$ cat src/rtl/bcd_timer_pkg.sv
// Shared types and helpers for the BCD countdown timer.
package bcd_timer_pkg;

  typedef enum logic [1:0] {IDLE, RUN, PAUSED, EXPIRED} state_t;

  localparam logic [3:0] BCD_MAX = 4'd9;

  function automatic logic [3:0] bcd_sat(input logic [3:0] digit);
    return (digit > BCD_MAX) ? BCD_MAX : digit;
  endfunction

endpackage

$ cat src/rtl/bcd_down_digit.sv
// One BCD decade of the down-counter; load wins over decrement.
module bcd_down_digit
  import bcd_timer_pkg::*;
(
  input  logic       clk,
  input  logic       rst,
  input  logic       dec_in_i,
  input  logic       ld_i,
  input  logic [3:0] ld_val_i,
  output logic [3:0] digit_o,
  output logic       borrow_out_o
);

  logic [3:0] digit_q, digit_d;

  always_comb begin
    digit_d = digit_q;
    if (ld_i)
      digit_d = bcd_sat(ld_val_i);
    else if (dec_in_i)
      digit_d = (digit_q == 4'd0) ? BCD_MAX : digit_q - 4'd1;
  end

  always_ff @(posedge clk) begin
    if (rst) digit_q <= '0;
    else     digit_q <= digit_d;
  end

  assign digit_o      = digit_q;
  assign borrow_out_o = dec_in_i & (digit_q == 4'd0);

endmodule

$ cat src/rtl/bcd_down_timer.sv
// Multi-digit BCD countdown timer with load/start/pause and a terminal-count pulse.
// Optional auto-reload on expiry when BCD_TIMER_AUTO_RELOAD_EN is defined.
module bcd_down_timer
  import bcd_timer_pkg::*;
#(
  parameter int DIGITS = 2
) (
  input  logic                  clk,
  input  logic                  rst,
  input  logic                  en_i,
  input  logic                  load_i,
  input  logic [4*DIGITS-1:0]   load_val_i,
  input  logic                  start_i,
  input  logic                  pause_i,
  output logic [4*DIGITS-1:0]   count_o,
  output logic                  busy_o,
  output logic                  zero_o,
  output logic                  done_o
);

  localparam int CW = 4 * DIGITS;

  state_t state_q, state_d;
  logic   done_q, done_d;

  logic [DIGITS-1:0][3:0] digits;
  logic [DIGITS-1:0][3:0] load_sat;
  logic [DIGITS:0]        borrow;
  logic [CW-1:0]          count, ld_src;
  logic                   run_tick, expire, reload_fire, dec, ld_any, count_one;

  assign count     = digits;
  assign count_one = (count == CW'(1));
  assign run_tick  = (state_q == RUN) & en_i & ~pause_i & ~load_i;
  assign expire    = run_tick & count_one;

`ifdef BCD_TIMER_AUTO_RELOAD_EN
  logic [CW-1:0] reload_q;

  always_ff @(posedge clk) begin
    if (rst)         reload_q <= '0;
    else if (load_i) reload_q <= load_sat;
  end

  assign reload_fire = expire & (reload_q != '0);
  assign ld_src      = load_i ? CW'(load_sat) : (reload_fire ? reload_q : '0);
`else
  assign reload_fire = 1'b0;
  assign ld_src      = load_i ? CW'(load_sat) : '0;
`endif

  // The top borrow only fires on a decrement from zero; clamp instead of wrapping.
  assign dec       = run_tick & ~reload_fire;
  assign ld_any    = load_i | reload_fire | borrow[DIGITS];
  assign borrow[0] = dec;

  for (genvar i = 0; i < DIGITS; i++) begin : g_digit
    assign load_sat[i] = bcd_sat(load_val_i[4*i +: 4]);

    bcd_down_digit u_digit (
      .clk          (clk),
      .rst          (rst),
      .dec_in_i     (borrow[i]),
      .ld_i         (ld_any),
      .ld_val_i     (ld_src[4*i +: 4]),
      .digit_o      (digits[i]),
      .borrow_out_o (borrow[i+1])
    );
  end

  always_comb begin
    state_d = state_q;
    done_d  = 1'b0;
    if (load_i) begin
      state_d = IDLE;
    end else begin
      case (state_q)
        IDLE:    if (start_i && !zero_o) state_d = RUN;
        RUN: begin
          if (pause_i) begin
            state_d = PAUSED;
          end else if (expire) begin
            done_d = 1'b1;
            if (!reload_fire) state_d = EXPIRED;
          end
        end
        PAUSED:  if (start_i) state_d = RUN;
        EXPIRED: state_d = EXPIRED;
        default: state_d = IDLE;
      endcase
    end
  end

  always_ff @(posedge clk) begin
    if (rst) begin
      state_q <= IDLE;
      done_q  <= 1'b0;
    end else begin
      state_q <= state_d;
      done_q  <= done_d;
    end
  end

  assign count_o = count;
  assign busy_o  = (state_q == RUN);
  assign zero_o  = (count == '0);
  assign done_o  = done_q;

endmodule
$ cat config.mk
export PLATFORM = sky130hd
export DESIGN_NAME = bcd_down_timer
export DESIGN_NICKNAME = d
export VERILOG_FILES = /design/src/rtl/bcd_timer_pkg.sv /design/src/rtl/bcd_down_digit.sv /design/src/rtl/bcd_down_timer.sv
export SDC_FILE = /design/constraint.sdc
export NUM_CORES = 1
export LEC_CHECK = 0
export BUFFER_PORTS_ARGS = -buffer_cell sky130_fd_sc_hd__buf_2
export CAP_MARGIN = 20
export CORE_MARGIN = 2
export CORE_UTILIZATION = 49
export CTS_CLUSTER_DIAMETER = 200
export DETAILED_ROUTE_END_ITERATION = 7
export PLACE_DENSITY_LB_ADDON = 0.1
export SETUP_SLACK_MARGIN = 0.2
export SLEW_MARGIN = 25
export SYNTH_ARGS = -nofsm -noshare
export SYNTH_HDL_FRONTEND = slang
export SYNTH_SLANG_ARGS = --single-unit
$ cat constraint.sdc
create_clock -name clk -period 2.9 [get_ports clk]
set_input_delay 0.435 -clock clk [delete_from_list [all_inputs] [get_ports clk]]
set_output_delay 0.435 -clock clk [all_outputs]
set_load 0.01 [all_outputs]
# After elaboration in Yosys (flattened, before gate mapping)
# Cells that the tools add are included.
[word_totals] register_bits=11 input_bits=14 out_inout_bits=11
[classes] n_addsub=2 n_lt_le_gt_ge=4 n_eq_ne=7 muxes=17 bitwise_logic=10 n_reduce_logical=11
[ops] operator="$mux W4" n=10
[ops] operator="$gt A4 B4 Y1 const B" n=4
[ops] operator="$eq A8 B1 Y1 const B" n=1
[ops] operator="$logic_not A4 Y1" n=2
[ops] operator="$logic_not A8 Y1" n=1
[ops] operator="$mux W2" n=4
[ops] operator="$mux W8" n=1
[ops] operator="$pmux W2 S4" n=1
[ops] operator="$sub A4 B1 Y4 const B" n=2
[ops] operator="$and A1 B1 Y1" n=6
[ops] operator="$eq A2 B2 Y1 const B" n=2
[ops] operator="$ne A2 B2 Y1 const B" n=2
[ops] operator="$reduce_bool A2 Y1" n=2
[ops] operator="$reduce_or A4 Y1" n=1
[ops] operator="$ne A3 B2 Y1 const B" n=1
[ops] operator="$not A1 Y1" n=3
[ops] operator="$reduce_and A3 Y1" n=1
[ops] operator="$eq A2 B1 Y1 const B" n=1
[ops] operator="$logic_not A2 Y1" n=1
[ops] operator="$reduce_or A2 Y1" n=1
[ops] operator="$logic_and A1 B1 Y1" n=1
[ops] operator="$logic_not A1 Y1" n=1
[ops] operator="$mux W1" n=1
[ops] operator="$or A1 B1 Y1" n=1

# Depth between registers and ports, before layout
# Gate-level depths: netlist (run 1).
[logic_depth] word_depth=8 ltp_mapped=5

# By module
# A second synthesis (run 1) with hierarchy kept.
[hier_totals] cells_unflattened=85 area_unflattened_um2=701.9
[by_module_without_submodules] module="bcd_down_digit" n_inst=2 cells_each=26 area_each_um2=211.5
[by_module_without_submodules] module="bcd_down_timer" n_inst=1 cells_each=33 area_each_um2=279.0

# Worst setup path before layout (run 1)
# Ideal clock, no wire load.
[synth_timing] path_kind="input port to flip-flop" from="input pause_i" to="register g_digit[1].u_digit.digit_q[0]" t_arrival_ns=1.358 path_slack_ns=1.455 stages=4 n_path_buf=0 path_cell_list="and4bb_4 -> nand3_2 -> or3_1 -> a221oi_2"
[synth_between] elab_chain_len=7
[synth_rtl] element="from (decl)" line="bcd_down_timer.sv:14" source="input logic pause_i,"
[synth_rtl] element="$not A1 Y1 *" line="bcd_down_timer.sv:34" source="assign run_tick = (state_q == RUN) & en_i & ~pause_i & ~load_i;"
[synth_rtl] element="$and A1 B1 Y1 * (2 in series)" line="bcd_down_timer.sv:34"
[synth_rtl] element="$and A1 B1 Y1 *" line="bcd_down_digit.sv:30" source="assign borrow_out_o = dec_in_i & (digit_q == 4'd0);"
[synth_rtl] element="$and A1 B1 Y1" line="bcd_down_digit.sv:30"
[synth_rtl] element="$or A1 B1 Y1" line="bcd_down_timer.sv:54" source="assign ld_any = load_i | reload_fire | borrow[DIGITS];"
[synth_rtl] element="$mux W4 or $reduce_bool A2 Y1 (tied branches)"
[synth_rtl] element="to (signal assigned)" line="bcd_down_digit.sv:26" source="else digit_q <= digit_d;"
[synth_rtl] element="to (decl)" line="bcd_down_digit.sv:14" source="logic [3:0] digit_q, digit_d;"
# Every way passes the cells marked *; elsewhere a longest branch is shown, timed or not.
# A chain may end at the register's enable or synchronous reset.

# Worst setup path after layout (run 1)
[layout_timing] from="register g_digit[0].u_digit.digit_q[1]" to="output zero_o"
[layout_between] elab_chain_len=1
[layout_rtl] element="from (decl)" line="bcd_down_digit.sv:14"
[layout_rtl] element="from (signal assigned)" line="bcd_down_digit.sv:26"
[layout_rtl] element="$logic_not A8 Y1" line="bcd_down_timer.sv:106" source="assign zero_o = (count == '0);"
[layout_rtl] element="to (decl)" line="bcd_down_timer.sv:17" source="output logic zero_o,"
# No other way between the ends.

==> load_flow_metrics.sql, run 1 <==
INSERT INTO impl_metrics (metric_group, metric, value, unit) VALUES
('cells_and_area', 'mostFrequentLayoutCell', 'sky130_fd_sc_hd__buf_2', ''),
('clock_tree', 'cts_root_buf', 'sky130_fd_sc_hd__clkbuf_4', ''),
('worst_setup_path', 'rr_worst_depth', '4', ''),
('worst_setup_path', 'critical_path.slowest_cell', 'sky130_fd_sc_hd__dfxtp_1', ''),
('worst_setup_path', 'r2r-end', 'g_digit[1].u_digit.digit_o[0]', ''),
('sta', 'max_freq', '561', 'MHz'),
('sta', 'timing.final.max_slew_violations', '0', ''),
('global_routing', 'grt_pass1_vias', '537', ''),
('yosys', 'synth-compound-area-share', '23.2', '%'),
('run', 'max_cap_violations', '0', ''),
('worst_setup_path', 'worst_setup_path_endpoint', 'zero_o', ''),
('yosys', 'postSynthNetCount', '93', ''),
('sta', 'slew_headroom', '77.5', '%'),
('placement', 'routabilityCongestion', '0.759', ''),
('sta', 'timing.final.crit_period', '1.78', 'ns'),
('clock_tree', 'cts_resized', '0', ''),
('global_routing', 'track_usage', '22.1', '%'),
('cells_and_area', 'post_route_cells_drive_above_1_share', '30.8', '%'),
('global_routing', 'number_of_antenna_violations_at_the_first_check_in_global_routing', '0', ''),
('status', 'status', 'completed', ''),
('yosys', 'postSynthCellCount', '79', ''),
('worst_setup_path', 'crit_path_max_incr_delay', '0.38', 'ns'),
('cells_and_area', 'final_core_util', '63.4', '%'),
('worst_setup_path', 'crit_fanout', '7', ''),
('worst_setup_path', 'arrival', '1.35', 'ns'),
('worst_setup_path', 'timing.critical_path.from', 'g_digit[0].u_digit.digit_o[1]', ''),
('sta', 'worst_slew_pin_slew', '0.337', 'ns'),
('die', 'dieHeight', '40.2', 'µm'),
('clock_tree', 'htree_num_levels', '1', ''),
('sta', 'finalCritPeriodShare', '61.4', '%'),
('yosys', 'synth_mux_area_share', '1.56', '%'),
('yosys', 'postSynthAreaPerCell', '8.11', 'µm²'),
('power_and_ir_drop', 'power.static_leakage', '0.000333', 'µW'),
('worst_setup_path', 'cp_data_required_time', '2.47', 'ns'),
('placement', 'detailed_place_hpwl', '1120', 'µm'),
('route', 'dr_total_vias', '704', ''),
('route', 'detailroute.wirelength.met3', '95', 'µm'),
('worst_setup_path', 'crit_path_cell_trace', 'nor3_2, nand3_1, inv_1, buf_2', ''),
('sta', 'setup_viol_count_final', '0', ''),
('cells_and_area', 'layout.filler_cells', '125', ''),
('worst_setup_path', 'crit_type', 'reg2out', ''),
('yosys', 'syn-cell-area', '641', 'µm²'),
('yosys', 'synth_sequential_area_ratio', '34.4', '%'),
('die', 'initial_core_util', '51.1', '%'),
('sta', 'timing.clock.skew', '0.00157', 'ns'),
('yosys', 'synth_simple_gate_area_share', '36.7', '%'),
('yosys', 'ys_types', '32', ''),
('worst_setup_path', 'setup.worst_path.end_class', 'primary output', ''),
('route', 'ant_nets', '0', ''),
('global_routing', 'grt_pass1_wl', '2350', 'µm'),
('die', 'ios', '25', ''),
('route', 'wirelength_met1', '680', 'µm'),
('clock_tree', 'cts_setup_buffers', '0', ''),
('global_routing', 'globalRouteOverflowTotal', '0', ''),
('sta', 'timing.setup.tns', '0', 'ns'),
('sta', 'grt_setup_unrepaired', 'no', ''),
('route', 'drc', '0', ''),
('clock_tree', 'cts.clk_slew.worst_paths', '0.07', 'ns'),
('yosys', 'dominant_combinational_cell_family_by_area_after_synthesis', 'simple AND/OR/NAND/NOR gates', ''),
('cells_and_area', 'design.final.nets', '119', ''),
('route', 'drt_first_iter_violations', '23', ''),
('cells_and_area', 'flow.area_growth_from_synthesis', '24.0', '%'),
('sta', 'final_hold_viol_count', '0', ''),
('clock_tree', 'holdBufCountCts', '0', ''),
('die', 'die_w', '40.2', 'µm'),
('clock_tree', 'clock_sinks', '11', ''),
('clock_tree', 'cts_buffer_depth', '2', ''),
('worst_setup_path', 'category_of_the_worst_setup_path_launch_point', 'register', ''),
('power_and_ir_drop', 'vdd.ir_drop.worst', '0.000337', 'V'),
('yosys', 'synth_xor_area_share', '0', '%'),
('die', 'placementRows', '13', '');
-- state kept, by name (all words and copies together), names as in the netlist --
signal / cells
state_q: 2
done_o: 1
g_digit.u_digit.digit_o: 8
-- per-layer routing --
layer | vias to the layer above | global-route usage [%]
li1 | 346 | -
met1 | 326 | 29.8
met2 | 30 | 33.1
met3 | 2 | 3.33
met4 | 0 | 12.9
met5 | - | 0
-- cells in the mapped netlist, drive strengths merged --
library cell	instances	share of area (%)
a221oi	1	2.3
clkbuf	3	1.8
clkinv	1	0.59
nand3	2	2.3
o21ai	3	2.3
or2	1	0.98
nand3b	2	2.3
and3	1	1.8
dfxtp	11	34
inv	3	1.8
or3	1	0.98
mux2i	1	1.6
nor4	5	4.9
a311oi	1	1.4
nor2b	3	2.9
o21a	1	1.2
nor3	4	3.9
o211ai	3	3.5
o31ai	1	1.2
a21oi	7	5.5
nand4bb	1	1.8
nand4b	2	2.7
and4bb	1	2.5
a31oi	2	2.0
a211oi	2	2.3
nand2b	2	2.0
o311a	1	1.6
nand2	4	2.3
nor2	9	5.3
-- final cells by class --
cell class	count	area, µm²	share of cell area (%)
Multi-Input combinational cell	61	394	49.6
Clock buffer	4	26.3	3.31
Inverter	4	15.0	1.89
Sequential cell	11	220	27.7
Tap cell	15	18.8	2.36
Timing Repair Buffer	24	120	15.1
-- critical path: cells and delay by family (launching register included) --
kind	cells	cell delay [ns]
buffers and inverters	2	0.20
AND/OR/NAND/NOR	2	0.50
flip-flops	1	0.38
-- through the flow --
step / total power, µW / cells / worst slack [ns] / area, µm² / hold slack, ns
finish: 347 / 119 / 1.12 / 795 / 0.413
global route: 371 / 119 / 1.02 / 795 / 0.402
CTS: 352 / 119 / 1.10 / 795 / 0.406
detailed placement: 246 / 115 / 1.27 / 768 / 0.512
global placement: 245 / 115 / 1.31 / 768 / 0.505
floorplan: 218 / 79 / 1.46 / 641 / 0.533
-- where the power goes --
group | internal, µW | switching, µW | leakage (µW) | total, µW
sequential | 159 | 12.2 | 0.0000905 | 171
clock | 53.2 | 50.9 | 0.0000150 | 104
combinational | 33.0 | 38.9 | 0.000228 | 71.9
-- kinds of logic after synthesis --
| family | after synthesis |
|---|---|
| mux | 1 |
| buf+inv | 7 |
| flops | 11 |
| simple gates | 38 |
| compound gates | 22 |
-- how the worst min path moves through the flow --
stage / from / endpoint / slack [ns] / depth (start not counted)
CTS: load_val_i[0] / g_digit[0].u_digit.digit_o[0] / 0.41 / 2
global placement: g_digit[1].u_digit.digit_o[3] / g_digit[1].u_digit.digit_o[3] / 0.51 / 2
finish: load_val_i[0] / g_digit[0].u_digit.digit_o[0] / 0.41 / 2
global route: load_val_i[0] / g_digit[0].u_digit.digit_o[0] / 0.40 / 2
floorplan: g_digit[1].u_digit.digit_o[3] / g_digit[1].u_digit.digit_o[3] / 0.53 / 2
detailed placement: g_digit[1].u_digit.digit_o[3] / g_digit[1].u_digit.digit_o[3] / 0.51 / 2
No activity file was read; power rests on OpenSTA's default activity.
==> run 2, diff against run 1 <==
--- a/config.mk
+++ b/config.mk
@@ -8,7 +8,7 @@
 export BUFFER_PORTS_ARGS = -buffer_cell sky130_fd_sc_hd__buf_2
 export CAP_MARGIN = 20
 export CORE_MARGIN = 2
-export CORE_UTILIZATION = 49
+export CORE_UTILIZATION = 41
 export CTS_CLUSTER_DIAMETER = 200
 export DETAILED_ROUTE_END_ITERATION = 7
 export PLACE_DENSITY_LB_ADDON = 0.1
==> constraint.sdc (replaced) <==
create_clock -name clk -period 1.6 [get_ports clk]
set_input_delay 0.24 -clock clk [delete_from_list [all_inputs] [get_ports clk]]
set_output_delay 0.24 -clock clk [all_outputs]
set_load 0.01 [all_outputs]
==> run 2 against run 1 <==
Global-route usage decreased by 2.9 points; sequential cell count unchanged; wire length increased by 20%; clock power increased by 89%; die area increased by 18%; power increased by 96%; critical path depth unchanged; clock-buffer cell count unchanged; register-to-register slack got worse by 1.3 ns; highest routed layer unchanged.
==> load_flow_metrics.sql, run 2 (synthesis gave the netlist of run 1 again) <==
INSERT INTO impl_metrics (metric_group, metric, value, unit) VALUES
('route', 'wl', '1830', 'µm'),
('worst_setup_path', 'rr_worst_depth', '4', ''),
('route', 'ant_nets', '0', ''),
('clock_tree', 'cts_root_buf', 'sky130_fd_sc_hd__clkbuf_4', ''),
('sta', 'timing.setup.tns', '0', 'ns'),
('clock_tree', 'numCtsBuffers', '3', ''),
('global_routing', 'globalRouteOverflowTotal', '0', ''),
('cells_and_area', 'largest_reg_flops', '8', ''),
('die', 'initial_core_util', '43.0', '%'),
('worst_setup_path', 'setup.worst_path.end_class', 'primary output', ''),
('cells_and_area', 'layout.filler_cells', '140', ''),
('sta', 'finalCritPeriodShare', '87.7', '%'),
('die', 'die_w', '43.5', 'µm'),
('route', 'dr_total_vias', '731', ''),
('cells_and_area', 'sequential_cell_area', '236', 'µm²'),
('global_routing', 'grt_pass1_wl', '2660', 'µm'),
('placement', 'port-buffer-count', '24', ''),
('die', 'core_area', '0.00149', 'mm²'),
('worst_setup_path', 'cp_data_required_time', '1.36', 'ns'),
('sta', 'setup_viol_count_final', '0', ''),
('global_routing', 'grt_pass1_vias', '614', ''),
('sta', 'timing.final.max_slew_violations', '0', ''),
('cells_and_area', 'layout.cells.non_filler', '128', ''),
('die', 'design.die.area', '0.00189', 'mm²'),
('worst_hold_path', 'hold_path_cell_cnt', '2', ''),
('power_and_ir_drop', 'power.static_leakage', '0.000388', 'µW'),
('placement', 'placed_cells_incl_taps', '117', ''),
('global_routing', 'track_usage', '19.3', '%'),
('worst_setup_path', 'crit_fanout', '4', ''),
('sta', 'grt_setup_unrepaired', 'yes', ''),
('global_routing', 'grt_max_degree', '12', ''),
('clock_tree', 'cts.clk_slew.worst_paths', '0.07', 'ns'),
('sta', 'max_freq', '712', 'MHz'),
('die', 'ios', '25', ''),
('sta', 'timing.final.crit_period', '1.40', 'ns'),
('global_routing', 'number_of_antenna_violations_at_the_first_check_in_global_routing', '0', ''),
('clock_tree', 'clk_latency', '0.28', 'ns'),
('cells_and_area', 'insertedDiodeCount', '0', ''),
('die', 'placementRows', '14', ''),
('run', 'max_cap_violations', '0', ''),
('clock_tree', 'cts_buffer_depth', '2', ''),
('route', 'post_drt_via_cell_ratio', '5.71', ''),
('status', 'status', 'completed', ''),
('sta', 'timing.clock.skew', '0.00169', 'ns'),
('worst_hold_path', 'min_path_type', 'in2reg', ''),
('sta', 'final_hold_viol_count', '0', ''),
('power_and_ir_drop', 'power-per-cell-area', '736', 'mW/mm²'),
('power_and_ir_drop', 'vdd.ir_drop.worst', '0.000591', 'V'),
('cells_and_area', 'post_route_cells_drive_above_1_share', '47.3', '%'),
('clock_tree', 'clock_sinks', '11', ''),
('worst_setup_path', 'crit_type', 'reg2out', ''),
('route', 'detailedRoute.firstPassIterationCount', '4', ''),
('cells_and_area', 'layout.cells.most_common_list', 'sky130_fd_sc_hd__buf_2 (24), sky130_fd_sc_hd__nor2_1 (8), sky130_fd_sc_hd__a21oi_1 (7), sky130_fd_sc_hd__buf_4 (7)', ''),
('placement', 'detailed_place_hpwl', '1190', 'µm'),
('die', 'dieHeight', '43.5', 'µm'),
('worst_setup_path', 'category_of_the_worst_setup_path_launch_point', 'register', ''),
('clock_tree', 'holdBufCountCts', '0', ''),
('cells_and_area', 'multiInputGateArea', '443', 'µm²'),
('cells_and_area', 'flow.area_growth_from_synthesis', '44.3', '%'),
('cells_and_area', 'mostFrequentLayoutCell', 'sky130_fd_sc_hd__buf_2', ''),
('sta', 'slew_headroom', '82.2', '%'),
('cells_and_area', 'final_core_util', '62.1', '%'),
('route', 'drt_first_iter_violations', '13', ''),
('cells_and_area', 'design.final.nets', '127', ''),
('placement', 'routabilityCongestion', '0.760', ''),
('route', 'drc', '0', ''),
('clock_tree', 'tritoncts_clock_tree', 'built', ''),
('clock_tree', 'htree_num_levels', '1', ''),
('route', 'drt-wirelength-per-cell', '14.3', 'µm'),
('worst_setup_path', 'arrival', '1.16', 'ns'),
('sta', 'worst_slew_pin_slew', '0.264', 'ns');
-- run 2: cell types whose count changed in the layout (fill, tap and decap cells not counted), moves of 2 or more --
cell,before,now
sky130_fd_sc_hd__buf_4,0,7
sky130_fd_sc_hd__dfxtp_1,11,4
sky130_fd_sc_hd__dfxtp_2,0,4
sky130_fd_sc_hd__dfxtp_4,0,3
sky130_fd_sc_hd__nor3_4,0,2
-- run 2: path summary, 6_finish.rpt --
kind                                                    start                            end  slack (ns)
worst min register to register  g_digit[1].u_digit.digit_o[3]  g_digit[1].u_digit.digit_o[3]        0.52
worst max-delay path            g_digit[0].u_digit.digit_o[3]                         zero_o        0.20
worst min-delay path                            load_val_i[0]  g_digit[0].u_digit.digit_o[0]        0.21
worst max register to register                     state_q[1]  g_digit[1].u_digit.digit_o[0]        0.21
-- run 2: power breakdown --
part	internal (µW)	switching [µW]	leakage, µW	total (µW)
registers	288	26.2	0.0000938	314
logic	83.3	86.9	0.000279	170
clock network	96.8	99.9	0.0000150	197
-- run 2: routing by layer --
| metal | wire, µm | vias up | share of wire [%] | track usage (%) |
|---|---|---|---|---|
| li1 | - | 369 | - | - |
| met5 | 0 | - | 0 | 0 |
| met1 | 820 | 330 | 45 | 24.0 |
| met2 | 837 | 25 | 46 | 31.3 |
| met4 | 65 | 0 | 3.6 | 4.85 |
| met3 | 103 | 7 | 5.6 | 7.50 |
-- run 2: layout make-up --
class	instances	area share, %
multi-input cells	61	47.9
flip-flops and latches	11	25.6
inverters	4	1.62
clock buffers	4	2.84
well taps	16	2.17
repair buffers	32	19.9
-- run 2: timing repair --
action,CTS,global route
pin swaps,4,5
resized for setup,11,9
buffers inserted,3,4
endpoints found under the setup margin,2,7
-- run 2: worst max-delay path, stage by stage, from the launching register on --
cell	delay (ns)
sky130_fd_sc_hd__dfxtp_4	0.37
sky130_fd_sc_hd__nor3_4	0.22
sky130_fd_sc_hd__nand3_2	0.12
sky130_fd_sc_hd__inv_1	0.06
sky130_fd_sc_hd__buf_2	0.12
-- run 2: metrics by stage --
step	total power [µW]	area, µm²	worst slack [ns]	hold slack (ns)
after global routing	726	925	0.133	0.226
after detailed placement	450	777	0.151	0.496
after global placement	447	777	0.197	0.494
after CTS	672	858	0.195	0.202
final	681	925	0.196	0.210
after floorplan	395	641	0.245	0.385
==> run 3, diff against run 2 <==
--- a/config.mk
+++ b/config.mk
@@ -12,7 +12,6 @@
 export CTS_CLUSTER_DIAMETER = 200
 export DETAILED_ROUTE_END_ITERATION = 7
 export PLACE_DENSITY_LB_ADDON = 0.1
-export SETUP_SLACK_MARGIN = 0.2
 export SLEW_MARGIN = 25
 export SYNTH_ARGS = -nofsm -noshare
 export SYNTH_HDL_FRONTEND = slang
==> run 3 against run 2 <==
Utilization shrank 7.1 points; worst hold slack better by 0.0026 ns; first-iteration DRC count is 54% higher; sequential cell count is the same; register-to-register slack lost 0.04 ns; power fell by 4.6%; worst setup slack lost 0.10 ns.
==> load_flow_metrics.sql, run 3 (synthesis gave the netlist of run 1 again) <==
INSERT INTO impl_metrics (metric_group, metric, value, unit) VALUES
('status', 'status', 'completed', ''),
('placement', 'dp_slack', '0.151', 'ns'),
('global_routing', 'number_of_antenna_violations_at_the_first_check_in_global_routing', '0', ''),
('die', 'dieHeight', '43.5', 'µm'),
('route', 'ant_nets', '0', ''),
('cells_and_area', 'design.final.nets', '120', ''),
('run', 'max_cap_violations', '0', ''),
('route', 'drt-wirelength-per-cell', '13.5', 'µm'),
('sta', 'timing.final.crit_period', '1.50', 'ns'),
('sta', 'grt_setup_unrepaired', 'no', ''),
('worst_setup_path', 'r2r-start', 'state_q[0]', ''),
('die', 'ios', '25', ''),
('cells_and_area', 'largest_reg_flops', '8', ''),
('clock_tree', 'cts_buffer_depth', '2', ''),
('route', 'drt_first_iter_violations', '20', ''),
('power_and_ir_drop', 'vdd.ir_drop.worst', '0.000569', 'V'),
('cells_and_area', 'final_core_util', '55.0', '%'),
('power_and_ir_drop', 'p_seq_share', '48.1', '%'),
('worst_setup_path', 'crit_type', 'reg2out', ''),
('power_and_ir_drop', 'power.static_leakage', '0.000343', 'µW'),
('cells_and_area', 'layout.cells.most_common_list', 'sky130_fd_sc_hd__buf_2 (24), sky130_fd_sc_hd__dfxtp_1 (11), sky130_fd_sc_hd__nor2_1 (9)', ''),
('clock_tree', 'cts_root_buf', 'sky130_fd_sc_hd__clkbuf_4', ''),
('worst_setup_path', 'arrival', '1.26', 'ns'),
('sta', 'worst_slew_pin_slew', '0.343', 'ns'),
('power_and_ir_drop', 'intPower', '449', 'µW'),
('route', 'wl', '1630', 'µm'),
('worst_hold_path', 'min_path_type', 'in2reg', ''),
('clock_tree', 'cts_setup_buffers', '0', ''),
('global_routing', 'track_usage', '18.5', '%'),
('sta', 'setup_viol_count_final', '0', ''),
('clock_tree', 'cts.clk_slew.worst_paths', '0.07', 'ns'),
('power_and_ir_drop', 'switching_share', '30.7', '%'),
('cells_and_area', 'layout.filler_cells', '148', ''),
('worst_hold_path', 'hold-path-endpoint', 'g_digit[0].u_digit.digit_o[0]', ''),
('placement', 'detailed_place_hpwl', '1190', 'µm'),
('clock_tree', 'clock_sinks', '11', ''),
('global_routing', 'grt_pass1_vias', '579', ''),
('placement', 'routabilityCongestion', '0.760', ''),
('global_routing', 'globalRouteOverflowTotal', '0', ''),
('clock_tree', 'clk_latency', '0.28', 'ns'),
('global_routing', 'grt_max_degree', '12', ''),
('cells_and_area', 'insertedDiodeCount', '0', ''),
('die', 'core_area', '0.00149', 'mm²'),
('die', 'initial_core_util', '43.0', '%'),
('placement', 'port-buffer-count', '24', ''),
('power_and_ir_drop', 'pwr-share-comb', '21.4', '%'),
('route', 'drc', '0', ''),
('sta', 'timing.final.max_slew_violations', '0', ''),
('sta', 'postLayoutSetupSlackWorst', '0.0951', 'ns'),
('clock_tree', 'htree_num_levels', '1', ''),
('power_and_ir_drop', 'switchingPower', '199', 'µW'),
('die', 'placementRows', '14', ''),
('worst_setup_path', 'ff2ff_setup_slack', '0.17', 'ns'),
('die', 'design.die.area', '0.00189', 'mm²'),
('worst_setup_path', 'category_of_the_worst_setup_path_launch_point', 'register', ''),
('clock_tree', 'tritoncts_clock_tree', 'built', ''),
('route', 'post_drt_via_cell_ratio', '5.74', ''),
('power_and_ir_drop', 'clock_power_share', '30.5', '%'),
('worst_setup_path', 'r2r-end', 'g_digit[1].u_digit.digit_o[0]', ''),
('route', 'dr_total_vias', '694', ''),
('route', 'detailedRoute.firstPassIterationCount', '4', ''),
('sta', 'hold_slack', '0.213', 'ns'),
('cells_and_area', 'post_route_cells_drive_above_1_share', '33.3', '%'),
('sta', 'final_hold_viol_count', '0', ''),
('sta', 'finalCritPeriodShare', '94.1', '%'),
('worst_hold_path', 'worst_hold_startpoint', 'load_val_i[0]', ''),
('cells_and_area', 'mostFrequentLayoutCell', 'sky130_fd_sc_hd__buf_2', ''),
('power_and_ir_drop', 'finalPower', '649', 'µW'),
('worst_hold_path', 'hold_path_cell_cnt', '2', ''),
('worst_setup_path', 'setup.worst_path.end_class', 'primary output', ''),
('sta', 'timing.clock.skew', '0.00273', 'ns'),
('clock_tree', 'numCtsBuffers', '3', ''),
('worst_setup_path', 'crit_fanout', '6', ''),
('global_routing', 'grt_pass1_wl', '2550', 'µm'),
('sta', 'slew_headroom', '77.1', '%'),
('power_and_ir_drop', 'power-per-cell-area', '792', 'mW/mm²'),
('sta', 'max_freq', '664', 'MHz'),
('sta', 'timing.setup.tns', '0', 'ns'),
('worst_setup_path', 'rr_worst_depth', '4', ''),
('worst_setup_path', 'cp_data_required_time', '1.36', 'ns'),
('die', 'die_w', '43.5', 'µm'),
('cells_and_area', 'flow.area_growth_from_synthesis', '27.9', '%');
-- run 3: changes by cell type in the layout (fill, tap and decap cells not counted), sizes merged --
cell	delta
buf	-7
-- run 3: worst max-delay path, cell delays in order, from the launching register on --
cell and delay, ns:
sky130_fd_sc_hd__dfxtp_1 0.38, sky130_fd_sc_hd__nor3_4 0.27, sky130_fd_sc_hd__nand3_2 0.15, sky130_fd_sc_hd__inv_1 0.07, sky130_fd_sc_hd__buf_2 0.12
-- run 3: through the flow --
step | area [µm²] | instances
3_3_place_gp | 777 | 117
5_1_grt | 820 | 121
2_1_floorplan | 641 | 79
6_report | 820 | 121
3_5_place_dp | 777 | 117
4_1_cts | 803 | 121
-- run 3: layout make-up --
class / count / area, µm² / area share (%)
tap: 16 / 20.0 / 2.44
multi-input combinational: 61 / 410 / 50.1
sequential: 11 / 220 / 26.9
inverter: 4 / 15.0 / 1.83
timing repair buffer: 25 / 128 / 15.6
clock buffer: 4 / 26.3 / 3.21
-- run 3: what timing repair did --
item                                    CTS  global route
endpoints found under the setup margin    0             1
hold buffers                              0             0
gates resized for setup                   0             3
-- run 3: worst max-delay path by stage --
stage | startpoint | end | slack [ns] | depth (start not counted)
after floorplan | g_digit[0].u_digit.digit_o[1] | g_digit[1].u_digit.digit_o[0] | 0.24 | 4
final | g_digit[0].u_digit.digit_o[3] | zero_o | 0.1 | 4
after global placement | pause_i | g_digit[1].u_digit.digit_o[0] | 0.20 | 5
after CTS | g_digit[0].u_digit.digit_o[1] | zero_o | 0.02 | 4
after detailed placement | pause_i | g_digit[1].u_digit.digit_o[0] | 0.15 | 5
after global routing | g_digit[0].u_digit.digit_o[3] | zero_o | 0.02 | 4
-- run 3: metal layers --
metal | wire length, µm | part of all wire [%] | track usage (%)
met2 | 744 | 46 | 29.6
met3 | 121 | 7.4 | 7.50
met4 | 15 | 0.92 | 4.24
met1 | 746 | 46 | 23.4
met5 | 0 | 0 | 0
-- run 3: power groups by stage --
| stage | sequential [µW] | combinational, µW | clock [µW] |
|---|---|---|---|
| 6_report | 312 | 139 | 198 |
| 5_1_grt | 315 | 153 | 226 |
| 2_1_floorplan | 315 | 80.1 | 0 |
| 4_1_cts | 309 | 134 | 208 |
| 3_5_place_dp | 316 | 134 | 0 |
| 3_3_place_gp | 315 | 132 | 0 |
